## config.mk

```make
export PLATFORM = sky130hd
export DESIGN_NAME = fetch_stage_flat
export DESIGN_NICKNAME = d
export VERILOG_FILES = /design/src/rtl/riscv_pkg.sv /design/src/rtl/fetch_stage_if.sv /design/src/rtl/if_id_reg.sv /design/src/rtl/fetch_stage.sv /design/src/flat_wrapper.sv
export SDC_FILE = /design/constraint.sdc
export NUM_CORES = 1
export LEC_CHECK = 0
export CORE_MARGIN = 1.5
export CORE_UTILIZATION = 45
export CTS_BUF_LIST = sky130_fd_sc_hd__clkbuf_8
export CTS_CLUSTER_DIAMETER = 50
export DETAILED_ROUTE_END_ITERATION = 8
export GPL_TIMING_DRIVEN = 0
export HOLD_SLACK_MARGIN = 0.06
export PLACE_DENSITY = 0.81
export SYNTH_ARGS = -nofsm -noshare
export SYNTH_HDL_FRONTEND = slang
export SYNTH_SLANG_ARGS = --single-unit
```

## constraint.sdc

```tcl
create_clock -name clock -period 3.9 [get_ports clock]
set_input_delay 0.975 -clock clock [delete_from_list [all_inputs] [get_ports clock]]
set_output_delay 0.975 -clock clock [all_outputs]
set_load 0.005 [all_outputs]
```

## src/rtl/riscv_pkg.sv

```systemverilog
// riscv_pkg: shared fetch-stage constants and fetch FSM state type
package riscv_pkg;
  localparam int XLEN = 64;
  localparam logic [XLEN-1:0] RESET_PC = '0;
  localparam logic [31:0] NOP_INSTR = 32'h00000013;
  typedef enum logic {S_REQ, S_HOLD} fetch_state_e;
endpackage

```

## src/rtl/fetch_stage_if.sv

```systemverilog
// fetch_stage_if: instruction-memory request/response bus between fetch and memory
interface fetch_stage_if;
  import riscv_pkg::*;
  logic req;
  logic [XLEN-1:0] addr;
  logic ready;
  logic [31:0] rdata;
  modport master(output req, addr, input ready, rdata);
  modport slave(input req, addr, output ready, rdata);
endinterface

```

## src/rtl/if_id_reg.sv

```systemverilog
// if_id_reg: IF/ID pipeline register with load and bubble-flush
module if_id_reg
  import riscv_pkg::*;
(
  input  logic            clock,
  input  logic            reset,
  input  logic            load,
  input  logic            flush,
  input  logic [XLEN-1:0] pc_in,
  input  logic [31:0]     instr_in,
  output logic [XLEN-1:0] if_id_pc,
  output logic [31:0]     if_id_instr,
  output logic            if_id_valid
);
  logic [XLEN-1:0] pc_q, pc_d;
  logic [31:0] instr_q, instr_d;
  logic valid_q, valid_d;
  always_comb begin
    pc_d = (load | flush) ? pc_in : pc_q;
    instr_d = flush ? NOP_INSTR : load ? instr_in : instr_q;
    valid_d = flush ? 1'b0 : load ? 1'b1 : valid_q;
  end
  always_ff @(posedge clock) begin
    if (reset) begin
      pc_q <= RESET_PC;
      instr_q <= NOP_INSTR;
      valid_q <= 1'b0;
    end else begin
      pc_q <= pc_d;
      instr_q <= instr_d;
      valid_q <= valid_d;
    end
  end
  assign if_id_pc = pc_q;
  assign if_id_instr = instr_q;
  assign if_id_valid = valid_q;
endmodule

```

## src/rtl/fetch_stage.sv

```systemverilog
// fetch_stage: PC, fetch FSM and response buffer; FETCH_STALL_CNT_EN adds stall_count
module fetch_stage
  import riscv_pkg::*;
(
  input  logic            clock,
  input  logic            reset,
  input  logic            pc_load,
  input  logic            if_id_load,
  input  logic            branch_taken,
  input  logic [XLEN-1:0] branch_target,
  fetch_stage_if.master   imem,
  output logic [XLEN-1:0] if_id_pc,
  output logic [31:0]     if_id_instr,
  output logic            if_id_valid
`ifdef FETCH_STALL_CNT_EN
  ,
  output logic [31:0]     stall_count
`endif
);
  fetch_state_e state_q, state_d;
  logic [XLEN-1:0] pc_q, pc_d;
  logic [31:0] buf_q, buf_d, ld_instr;
  logic accept, resp, ld, flush;
  always_comb begin
    accept = pc_load & if_id_load;
    resp = (state_q == S_REQ) & imem.ready;
    state_d = state_q;
    pc_d = pc_q;
    buf_d = buf_q;
    ld = 1'b0;
    flush = 1'b0;
    ld_instr = (state_q == S_HOLD) ? buf_q : imem.rdata;
    if (branch_taken) begin
      state_d = S_REQ;
      pc_d = branch_target & ~XLEN'(3);
      buf_d = '0;
      flush = 1'b1;
    end else if (state_q == S_HOLD || resp) begin
      ld = accept;
      pc_d = accept ? pc_q + XLEN'(4) : pc_q;
      state_d = accept ? S_REQ : S_HOLD;
      buf_d = (state_q == S_REQ && !accept) ? imem.rdata : buf_q;
    end else begin
      flush = if_id_load;
    end
  end
  always_ff @(posedge clock) begin
    if (reset) begin
      state_q <= S_REQ;
      pc_q <= RESET_PC;
      buf_q <= '0;
    end else begin
      state_q <= state_d;
      pc_q <= pc_d;
      buf_q <= buf_d;
    end
  end
  assign imem.req = (state_q == S_REQ);
  assign imem.addr = pc_q;
  if_id_reg u_if_id (
    .clock      (clock),
    .reset      (reset),
    .load       (ld),
    .flush      (flush),
    .pc_in      (pc_q),
    .instr_in   (ld_instr),
    .if_id_pc   (if_id_pc),
    .if_id_instr(if_id_instr),
    .if_id_valid(if_id_valid)
  );
`ifdef FETCH_STALL_CNT_EN
  logic [31:0] cnt_q, cnt_d;
  always_comb
    cnt_d = ((((state_q == S_REQ) & ~imem.ready) | (state_q == S_HOLD)) && cnt_q != '1) ? cnt_q + 32'd1 : cnt_q;
  always_ff @(posedge clock) begin
    if (reset) cnt_q <= '0;
    else cnt_q <= cnt_d;
  end
  assign stall_count = cnt_q;
`endif
endmodule

```

## src/flat_wrapper.sv

```systemverilog
// flat-port wrapper written by rule: the top's interface ports become plain ports
module fetch_stage_flat import riscv_pkg::*;
  (clock, reset, pc_load, if_id_load, branch_taken, branch_target, if_id_pc, if_id_instr, if_id_valid, imem_req, imem_addr, imem_ready, imem_rdata);
  fetch_stage_if imem_i ();
  input  logic clock;
  input  logic reset;
  input  logic pc_load;
  input  logic if_id_load;
  input  logic branch_taken;
  input  logic [XLEN-1:0] branch_target;
  output logic [XLEN-1:0] if_id_pc;
  output logic [31:0] if_id_instr;
  output logic if_id_valid;
  output wire logic [$bits(imem_i.req)-1:0] imem_req;
  output wire logic [$bits(imem_i.addr)-1:0] imem_addr;
  input wire logic [$bits(imem_i.ready)-1:0] imem_ready;
  input wire logic [$bits(imem_i.rdata)-1:0] imem_rdata;
  assign imem_req = imem_i.req;
  assign imem_addr = imem_i.addr;
  assign imem_i.ready = imem_ready;
  assign imem_i.rdata = imem_rdata;
  fetch_stage u_core (.clock(clock), .reset(reset), .pc_load(pc_load), .if_id_load(if_id_load), .branch_taken(branch_taken), .branch_target(branch_target), .imem(imem_i), .if_id_pc(if_id_pc), .if_id_instr(if_id_instr), .if_id_valid(if_id_valid));
endmodule
```

# ---- Word level (Yosys, flattened, before mapping)
# Cells that the tools add are included.
dict set report op_classes {
  addsub 1
  mux 9
  bitwise_logic 4
  reduce_logical 10
}
# op n
set op_table {}
lappend op_table {{$mux 64} 3}
lappend op_table {{$add 64x3->64 const B} 1}
lappend op_table {{$mux 32} 1}
lappend op_table {{$reduce_and 2->1} 3}
lappend op_table {{$mux 1} 5}
lappend op_table {{$reduce_bool 2->1} 2}
lappend op_table {{$reduce_or 2->1} 2}
lappend op_table {{$and 1x1->1} 2}
lappend op_table {{$logic_and 1x1->1} 1}
lappend op_table {{$logic_not 1->1} 1}
lappend op_table {{$logic_or 1x1->1} 1}
lappend op_table {{$not 1->1} 1}
lappend op_table {{$or 1x1->1} 1}
dict set report totals {
  reg_bits 194
  in_bits 102
  output_inout_bits 162
  word_cells 31
}

# ---- Depth between registers and ports, before layout
# Gate-level depths: netlist of the first run.
dict set report logic_depth {
  ltp_word 6
  mapped_depth 8
  depth_no_buf 6
}

# ---- By module
# From an unflattened synthesis of the first run, not the netlist that was laid out.
dict set report unflattened {
  cells_unflattened 1047
  area_unflattened_um2 9059.9
}
# mod n_inst cells_per_inst area_per_inst_um2 seq_area_each_um2
set modules_own_cells {}
lappend modules_own_cells {fetch_stage 1 649 5231.3 1901.8}
lappend modules_own_cells {if_id_reg 1 398 3828.7 1941.9}

# ---- Least setup slack after synthesis of the first run
# OpenSTA, ideal clock, no wires.
dict set report synth_timing {
  path_type {input to register}
  startpoint {in if_id_load}
  endpoint {reg u_core.pc_q[57], in the netlist u_core.imem.addr[57]}
  setup_ns 0.091
  t_arrival_ns 2.775
  required_ns 3.809
  slack_ns 1.034
  path_stages 7
  n_path_buf 2
  path_cell_list {clkbuf_2 o211a_1 nand2_1 or4_1 buf_2 or4_1 a311oi_1}
}
dict set report synth_via {
  elab_chain_len 3
}
# item line_no
set synth_rtl {}
lappend synth_rtl {{start: declaration} flat_wrapper.sv:8} ;# input logic if_id_load;
lappend synth_rtl {{$and 1x1->1} fetch_stage.sv:25} ;# accept = pc_load & if_id_load;
lappend synth_rtl {{$reduce_bool 2->1 (no source line)} --}
lappend synth_rtl {{$reduce_and 2->1 (no source line)} --}
lappend synth_rtl {{end signal: assignment} fetch_stage.sv:54} ;# pc_q <= pc_d;
lappend synth_rtl {{end: declaration} fetch_stage.sv:21} ;# logic [XLEN-1:0] pc_q, pc_d;
# No other way between the ends.
# A chain may end at the register's enable or synchronous reset.

# ---- Worst setup path after layout of the first run
dict set report layout_timing {
  startpoint {in imem_ready}
  endpoint {reg u_core.pc_q[53], in the netlist u_core.imem.addr[53]}
}
dict set report layout_via {
  elab_chain_len 4
}
# item line_no
set layout_rtl {}
lappend layout_rtl {{start: declaration} flat_wrapper.sv:16} ;# input wire logic [$bits(imem_i.ready)-1:0] imem_ready;
lappend layout_rtl {{$and 1x1->1} fetch_stage.sv:26} ;# resp = (state_q == S_REQ) & imem.ready;
lappend layout_rtl {{$logic_or 1x1->1} fetch_stage.sv:38} ;# end else if (state_q == S_HOLD || resp) begin
lappend layout_rtl {{$reduce_bool 2->1 (no source line)} --}
lappend layout_rtl {{$reduce_and 2->1 (no source line)} --}
# No other way between the ends.

==> results.txt, run 1 <==
The slew at the pin closest to its max-slew limit came out at 1300 ps. The effective utilization at floorplan came out at a little under half. 0 antenna diodes ended up in the layout.

The sort of element at the start of the critical path is an input pin. Counting flops with a built-in enable in the synthesized netlist gives 0. Setup repair after global routing left no endpoint under its margin.

The average vias per placed instance came out at 5.58. The layout overhead on the synthesized area is 38.4%. Timing would allow up to approximately 0.3 GHz. The endpoint required time on the critical path is about 4300 ps. The number of placement rows came out at 50. The first-pass detailed-route iteration total is 5. The total core area is 18,600 sq um. The routed wire length per instance came out at 17.5 um. The number of maximum-capacitance violations came out at 0. STA classifies the critical path endpoint as a flop. For this run, global-route usage on met1 was measured as 33.5%.

The largest driver fanout on the critical path came out at 8. The post-synthesis instance area came out at about 8500 sq um. The count of final hold-check violations is 0. The met2 usage came out at about 45%. During I/O placement, the number of pins put on the boundary was 264. The longest clock path from root to sink contains 2 buffers.

In this run the vertical extent of the chip is around 140 um. In this run, CTS created clock tree buffers numbering 17. The via count came out at ~8,800. The share of final-layout standard cells stronger than drive strength 1 is 4.83%. The min-delay analysis places its worst path in the category reg -> reg.

The count of nets left with antenna violations once routing finished came out at 0. The global-route usage over all layers came out at between 20% and 30%. The worst clock skew came out at ~12 ps. The first global-routing pass estimated roughly 43 mm of wire. Port buffering added approximately 260 buffers. The synthesized area per cell is 8.09 sq um. The overall power is slightly above 4000 uW. The worst hold slack is around 450 ps.

In the synthesized netlist the dominant register cell turns out to be sky130_fd_sc_hd__dfxtp_1. The first routing iteration left between 600 and 700 violations. The most used routing layer in global routing is met2. The normalized max-slew margin is about an eighth. The final cycle utilization of the critical path is 85.8%.

The post-synthesis cell count came out at 1,056. The clock sink count is 190. The fraction of synthesis flops using an asynchronous set or reset pin came out at 0%.

The worst path needs about 3300 ps of the cycle, external delays included. By count the netlist is led by 231 x sky130_fd_sc_hd__nand2_1, 190 x sky130_fd_sc_hd__dfxtp_1, 104 x sky130_fd_sc_hd__a21oi_1, 100 x sky130_fd_sc_hd__nor2_1. The area share of the largest cell type after synthesis came out at around 45%.

The clock root buffer is sky130_fd_sc_hd__clkbuf_8. The number of failing setup endpoints in the final timing report is 0. In the post-synthesis netlist, the biggest area contributors are sky130_fd_sc_hd__dfxtp_1 45%, sky130_fd_sc_hd__nand2_1 10%, sky130_fd_sc_hd__a21oi_1 6.1%, sky130_fd_sc_hd__a211oi_1 5.0%, sky130_fd_sc_hd__nor2_1 4.4%.

The data arrival at the endpoint of the critical path is approximately 3700 ps. The run finished with clean final reports. In this run the post-CTS setup repair buffer count came out at 0. After synthesis, the netlist uses 50 different library cells.

The area enclosed by the die boundary is 19,800 sq um. At the end of routability-driven placement, the weighted congestion stood at roughly 0.94. The number of max-slew violations in the final report came to 0. The largest area contributor in the synthesized netlist is sky130_fd_sc_hd__dfxtp_1. The via count of the first global-routing pass is just over 8,000. The flip-flop and latch count after synthesis is 190. By startpoint and endpoint, the worst setup path is classified as in -> reg. The initial antenna violation count is 0.

IR analysis of the VDD net gives a maximum drop of 0.000199 V. After synthesis, flip-flops and latches occupy 44.5% of the total area. The leakage power came out at just under 0.004 uW. The Yosys step of the flow raised 0 warnings.

The number of fill cells in the layout is about 1,600. The die outline width came out at ~140 um. Clock-pin slew was measured on the worst setup and hold paths at approximately 100 ps. The CTS tree is built. The aggregate negative setup slack came out at 0 ps. Among all cell types in the netlist, the one instantiated most often is sky130_fd_sc_hd__nand2_1. The pin count of the biggest net entering global routing came out at 20. The number of cells upsized or downsized after cts is 0. The total congestion overflow came out at 0.

The number of hold buffers added after cts came out at 0. The number of levels in the clock H-tree came out at 4. For met3 alone, demand over resource in global routing was under 10%. The routed wire length came out at ~28 mm.

The power density relative to cell area is roughly 340 nW/um^2. At the end of the flow, the number of nets in the layout was ~1,400. The total half-perimeter wirelength after legalization and detailed placement is 20.7 mm. The remaining routing DRC violations is 0. The clock reaches the later pin of the worst-skew pair after between 400 and 500 ps.
layout make-up:
cell class	instances	area, sq um	share of cell area, %
inverter	9	33.8	0.286
timing repair buffer	256	2560	21.7
buffer	80	384	3.25
clock inverter	15	178	1.50
sequential	190	3800	32.2
tap	234	293	2.48
clock buffer	17	234	1.98
multi-input combinational	780	4330	36.6
registers in the layout (all words and copies together) (netlist names):
name                        cells
u_core.imem.addr               62
u_core.u_if_id.if_id_pc        62
u_core.buf_q                   32
u_core.u_if_id.if_id_instr     32
u_core.state_q                  1
u_core.u_if_id.if_id_valid      1
report_power, final:
part           switching (uW)  internal [uW]  leakage (uW)
Combinational             274            328       0.00219
Clock                     797            542      0.000208
Sequential                107           2030       0.00156
Total                    1180           2900       0.00395
per-layer routing:
metal	vias up	part of all wire, %
met2	359	46
met4	0	3.9
li1	4279	-
met3	66	8.8
met5	-	0
met1	4120	41
cell families after synthesis:
logic type | after synthesis | synth area share [%]
AND/OR/NAND/NOR | 491 | 26.9
AO/OA/AOI/OAI | 211 | 15.4
flip-flops | 190 | 44.5
buffers and inverters | 89 | 4.89
multiplexers | 37 | 4.34
XOR/XNOR | 36 | 3.69
adder cells (fa/ha/maj) | 1 | 0.146
other | 1 | 0.0439
through the flow:
stage	cells	area, sq um	utilization, %	worst slack [ps]
floorplan	1059	8550	-	1030
global placement	1549	11400	61.2	116
detailed placement	1549	11400	61.2	77.7
CTS	1581	11800	63.4	581
global route	1581	11800	63.4	428
finish	1581	11800	63.4	554
cells in the final DEF (no fill, tap or decap), types with 15 or more instances in the layout:
| cell | synthesis | final |
|---|---|---|
| sky130_fd_sc_hd__a21oi_1 | 104 | 104 |
| sky130_fd_sc_hd__xnor2_1 | 24 | 24 |
| sky130_fd_sc_hd__a211oi_1 | 57 | 57 |
| sky130_fd_sc_hd__nand4_1 | 32 | 32 |
| sky130_fd_sc_hd__dfxtp_1 | 190 | 190 |
| sky130_fd_sc_hd__nand2_1 | 231 | 231 |
| sky130_fd_sc_hd__nor4_1 | 17 | 17 |
| sky130_fd_sc_hd__nor3_1 | 16 | 16 |
| sky130_fd_sc_hd__nand3_1 | 26 | 26 |
| sky130_fd_sc_hd__nor2_1 | 100 | 100 |
| sky130_fd_sc_hd__clkbuf_1 | 57 | 57 |
| sky130_fd_sc_hd__clkbuf_8 | 4 | 21 |
| sky130_fd_sc_hd__clkdlybuf4s50_1 | 0 | 256 |
| sky130_fd_sc_hd__o21ai_0 | 15 | 15 |
| sky130_fd_sc_hd__mux2i_1 | 37 | 37 |
path summary, 6_finish.rpt:
| check | start | endpoint | slack [ps] | cells past startpoint |
|---|---|---|---|---|
| setup / recovery | imem_ready | u_core.imem.addr[53]$_SDFFE_PP0P_ | 550 | 6 |
| hold reg to reg | u_core.u_if_id.if_id_pc[2]$_SDFFE_PP0P_ | u_core.u_if_id.if_id_pc[2]$_SDFFE_PP0P_ | 450 | 2 |
| hold / removal | u_core.u_if_id.if_id_pc[2]$_SDFFE_PP0P_ | u_core.u_if_id.if_id_pc[2]$_SDFFE_PP0P_ | 450 | 2 |
| setup reg to reg | u_core.imem.addr[32]$_SDFFE_PP0P_ | u_core.imem.addr[47]$_SDFFE_PP0P_ | 900 | 5 |
critical path: stages:
cell and delay (ps):
sky130_fd_sc_hd__clkdlybuf4s50_1 600, sky130_fd_sc_hd__o211ai_1 330, sky130_fd_sc_hd__nor2_1 740, sky130_fd_sc_hd__nand4_1 370, sky130_fd_sc_hd__or4_1 480, sky130_fd_sc_hd__a311oi_1 240
Note: power is estimated with default switching activity, not from simulation.
==> run 2, diff against run 1 <==
- DONT_BUFFER_PORTS: not set -> 1
- PLACE_DENSITY: 0.81 -> 0.63
==> results.txt, run 2 (same netlist as run 1, synthesis figures left out) <==
The net total in the final layout came out at 1,181 (-18%). The worst clock skew is 22.0 ps (+9.66 ps). The sort of element at the start of the critical path is an input pin. The number of maximum-capacitance violations is 0 (unchanged). The slew at the pin closest to its max-slew limit is 1070 ps (-228 ps). The total I/O pin count came to 264 (unchanged). The share of final-layout standard cells stronger than drive strength 1 is 5.96% (+1.1 points). The area enclosed by the die boundary is 19,800 sq um (unchanged). The endpoint required time on the critical path came out at 4290 ps (about the same). The global-route wire length before repair is 40.7 mm (-6.1%). The die outline width came out at 141 um (unchanged). The remaining routing DRC violations came out at 0 (unchanged). The number of placement rows came out at 50 (unchanged).

The number of CTS-inserted buffers is 17 (unchanged). The via count of the first global-routing pass came out at 7,325 (-11%). The first-pass detailed-route iteration total was 7 (+2). The tightest min-delay check is of the reg -> reg type. The number of levels in the clock H-tree came out at 4 (unchanged). The power density relative to cell area came to 410 nW/um^2 (+19%). The routed wire length came out at 26.2 mm (-5.7%). The total core area came to 18,600 sq um (unchanged). The worst hold path begins at u_core.buf_q[1]$_SDFFE_PP0P_. In this run the clock root is driven by a sky130_fd_sc_hd__clkbuf_8. The initial antenna violation count came out at 1 (+1). The normalized max-slew margin is 27.9% (+15 points). The flow ran to the end, and the final reports show no timing, DRC or antenna violations. The number of hold buffers added after cts came out at 0 (unchanged).

The pin count of the biggest net entering global routing is 20 (unchanged). The final weighted congestion in routability-driven placement is 0.838 (-11%). The via count was 7,785 (-12%). The routed wire length per instance is 19.7 um (+12%). The endpoint identified for the worst register-to-register timing path is u_core.imem.addr[58]$_SDFFE_PP0P_.

The die span in y is 141 um (unchanged). The total congestion overflow came out at 0 (unchanged). The worst hold slack came out at 461 ps (+7.97 ps).

The number of cells upsized or downsized after cts was 0 (unchanged). The number of setup buffers added after CTS is 0 (unchanged). The largest driver fanout on the critical path came out at 8 (unchanged). The remaining antenna violation count after routing is 0 (unchanged). The port buffer count is 0 (-100%). TritonCTS built the clock tree. The count of final hold-check violations is 0 (unchanged).

The global-route usage over all layers came out at 26.1% (-1.4 points). The maximum VDD drop is 0.000220 V (+10%). The launching point of the worst reg2reg path is u_core.imem.addr[2]$_SDFFE_PP0P_. The post-CTS clock slew at the launch and capture registers of the worst setup and hold paths came out at 110 ps (about the same). The area growth from synthesis to layout is 7.98%.

The critical path class is in -> reg. The worst-skew pair later-pin latency came out at 490 ps (about the same). In the layout the commonest cells are 231 x sky130_fd_sc_hd__nand2_1, 190 x sky130_fd_sc_hd__dfxtp_1, 104 x sky130_fd_sc_hd__a21oi_1.

The leakage power came out at 0.00300 uW (-24%). The largest buffer count on any clock path is 2 (unchanged). The path depth of the worst reg2reg path is 7 (+2). STA classifies the critical path endpoint as a flop. Setup repair after global routing left no endpoint under its margin. The clock sink count came out at 190 (unchanged).

The aggregate negative setup slack was 0 ps (unchanged). The number of max-slew violations in the final report is 0 (unchanged). The effective utilization at floorplan is 45.8% (unchanged). The total cell area at the placement stage is 8850 sq um (-22%). The slowest stage of the critical path is the sky130_fd_sc_hd__nor2_1 cell.

The violation count after the first detailed-route iteration came out at 489 (-22%). The delay contributed by the slowest stage of the critical path is 740 ps (about the same). For hold timing, the worst endpoint is u_core.buf_q[1]$_SDFFE_PP0P_. The clock period minus worst slack is 2910 ps (-436 ps).

Leaving out fill and tap cells, the most frequent cell in the layout is sky130_fd_sc_hd__nand2_1. The internal reg-to-reg setup slack is 1030 ps (+130 ps). The cell depth of the worst hold path came out at 2 (unchanged). The final cycle utilization of the critical path is 74.6% (-11 points). The data arrival at the endpoint of the critical path is 3300 ps (-440 ps). The total half-perimeter wirelength after legalization and detailed placement is 19.4 mm (-6.2%). The highest clock frequency the design can meet came out at 0.344 GHz (+15%). The signal on the critical path passes through clkbuf_2 -> o211ai_1 -> nor2_1 -> nand4_1 -> or4_1 -> a311oi_1. The average vias per placed instance came out at 5.87 (+5.2%). The summed area of non-filler cells in the final layout is 9220 sq um (-22%). The number of failing setup endpoints in the final timing report is 0 (unchanged).
## run 2: changes by cell type in the layout (fill, tap and decap cells not counted)
cell and delta:
sky130_fd_sc_hd__inv_8 +2, sky130_fd_sc_hd__clkinvlp_4 +1, sky130_fd_sc_hd__bufinv_16 -1, sky130_fd_sc_hd__clkinv_2 +1
sky130_fd_sc_hd__clkdlybuf4s50_1 -256, sky130_fd_sc_hd__inv_6 +2, sky130_fd_sc_hd__clkinv_4 -3, sky130_fd_sc_hd__clkinv_8 -2
sky130_fd_sc_hd__diode_2 +1
## run 2: per-layer routing
layer,up-vias,share of wire (%),track usage [%]
met5,-,0,0
met4,0,2.0,8.33
met3,36,9.2,7.95
met2,310,45,42.2
met1,3674,43,33.3
li1,3765,-,-
## run 2: final cells by class
cell class | instances | area [sq um]
diodes | 1 | 2.50
plain buffers | 80 | 384
clock buffers | 17 | 234
clock inverters | 15 | 141
fillers | 1872 | 9420
inverters | 9 | 33.8
multi-input cells | 780 | 4330
flip-flops and latches | 190 | 3800
well taps | 234 | 293
## run 2: through the flow
| stage | total power [uW] | worst slack (ps) | cells | util (%) |
|---|---|---|---|---|
| 5_1_grt | 3930 | 762 | 1325 | 49.5 |
| 2_1_floorplan | 2410 | 1030 | 1059 | - |
| 3_5_place_dp | 2530 | 574 | 1293 | 47.4 |
| 6_report | 3780 | 990 | 1326 | 49.5 |
| 3_3_place_gp | 2520 | 625 | 1293 | 47.4 |
| 4_1_cts | 3800 | 1040 | 1325 | 49.5 |
## run 2: how the worst max path moves through the flow
stage	to	from	depth (start not counted)
final	u_core.imem.addr[53]$_SDFFE_PP0P_	if_id_load	6
after global routing	u_core.imem.addr[51]$_SDFFE_PP0P_	u_core.imem.addr[4]$_SDFFE_PP0P_	5
after global placement	u_core.imem.addr[57]$_SDFFE_PP0P_	if_id_load	7
after floorplan	u_core.imem.addr[57]$_SDFFE_PP0P_	if_id_load	7
after CTS	u_core.imem.addr[58]$_SDFFE_PP0P_	u_core.imem.addr[2]$_SDFFE_PP0P_	7
after detailed placement	u_core.imem.addr[57]$_SDFFE_PP0P_	if_id_load	7
## run 2: worst max-delay path, delay by kind of cell
kind,cells,cell delay [ps]
buffers and inverters,1,160
AND/OR/NAND/NOR,3,1580
AO/OA/AOI/OAI,2,580
## run 2: where the power goes
| part | switching [uW] | internal (uW) | total [uW] |
|---|---|---|---|
| Sequential | 124 | 2030 | 2150 |
| Combinational | 210 | 123 | 333 |
| Clock | 821 | 477 | 1300 |
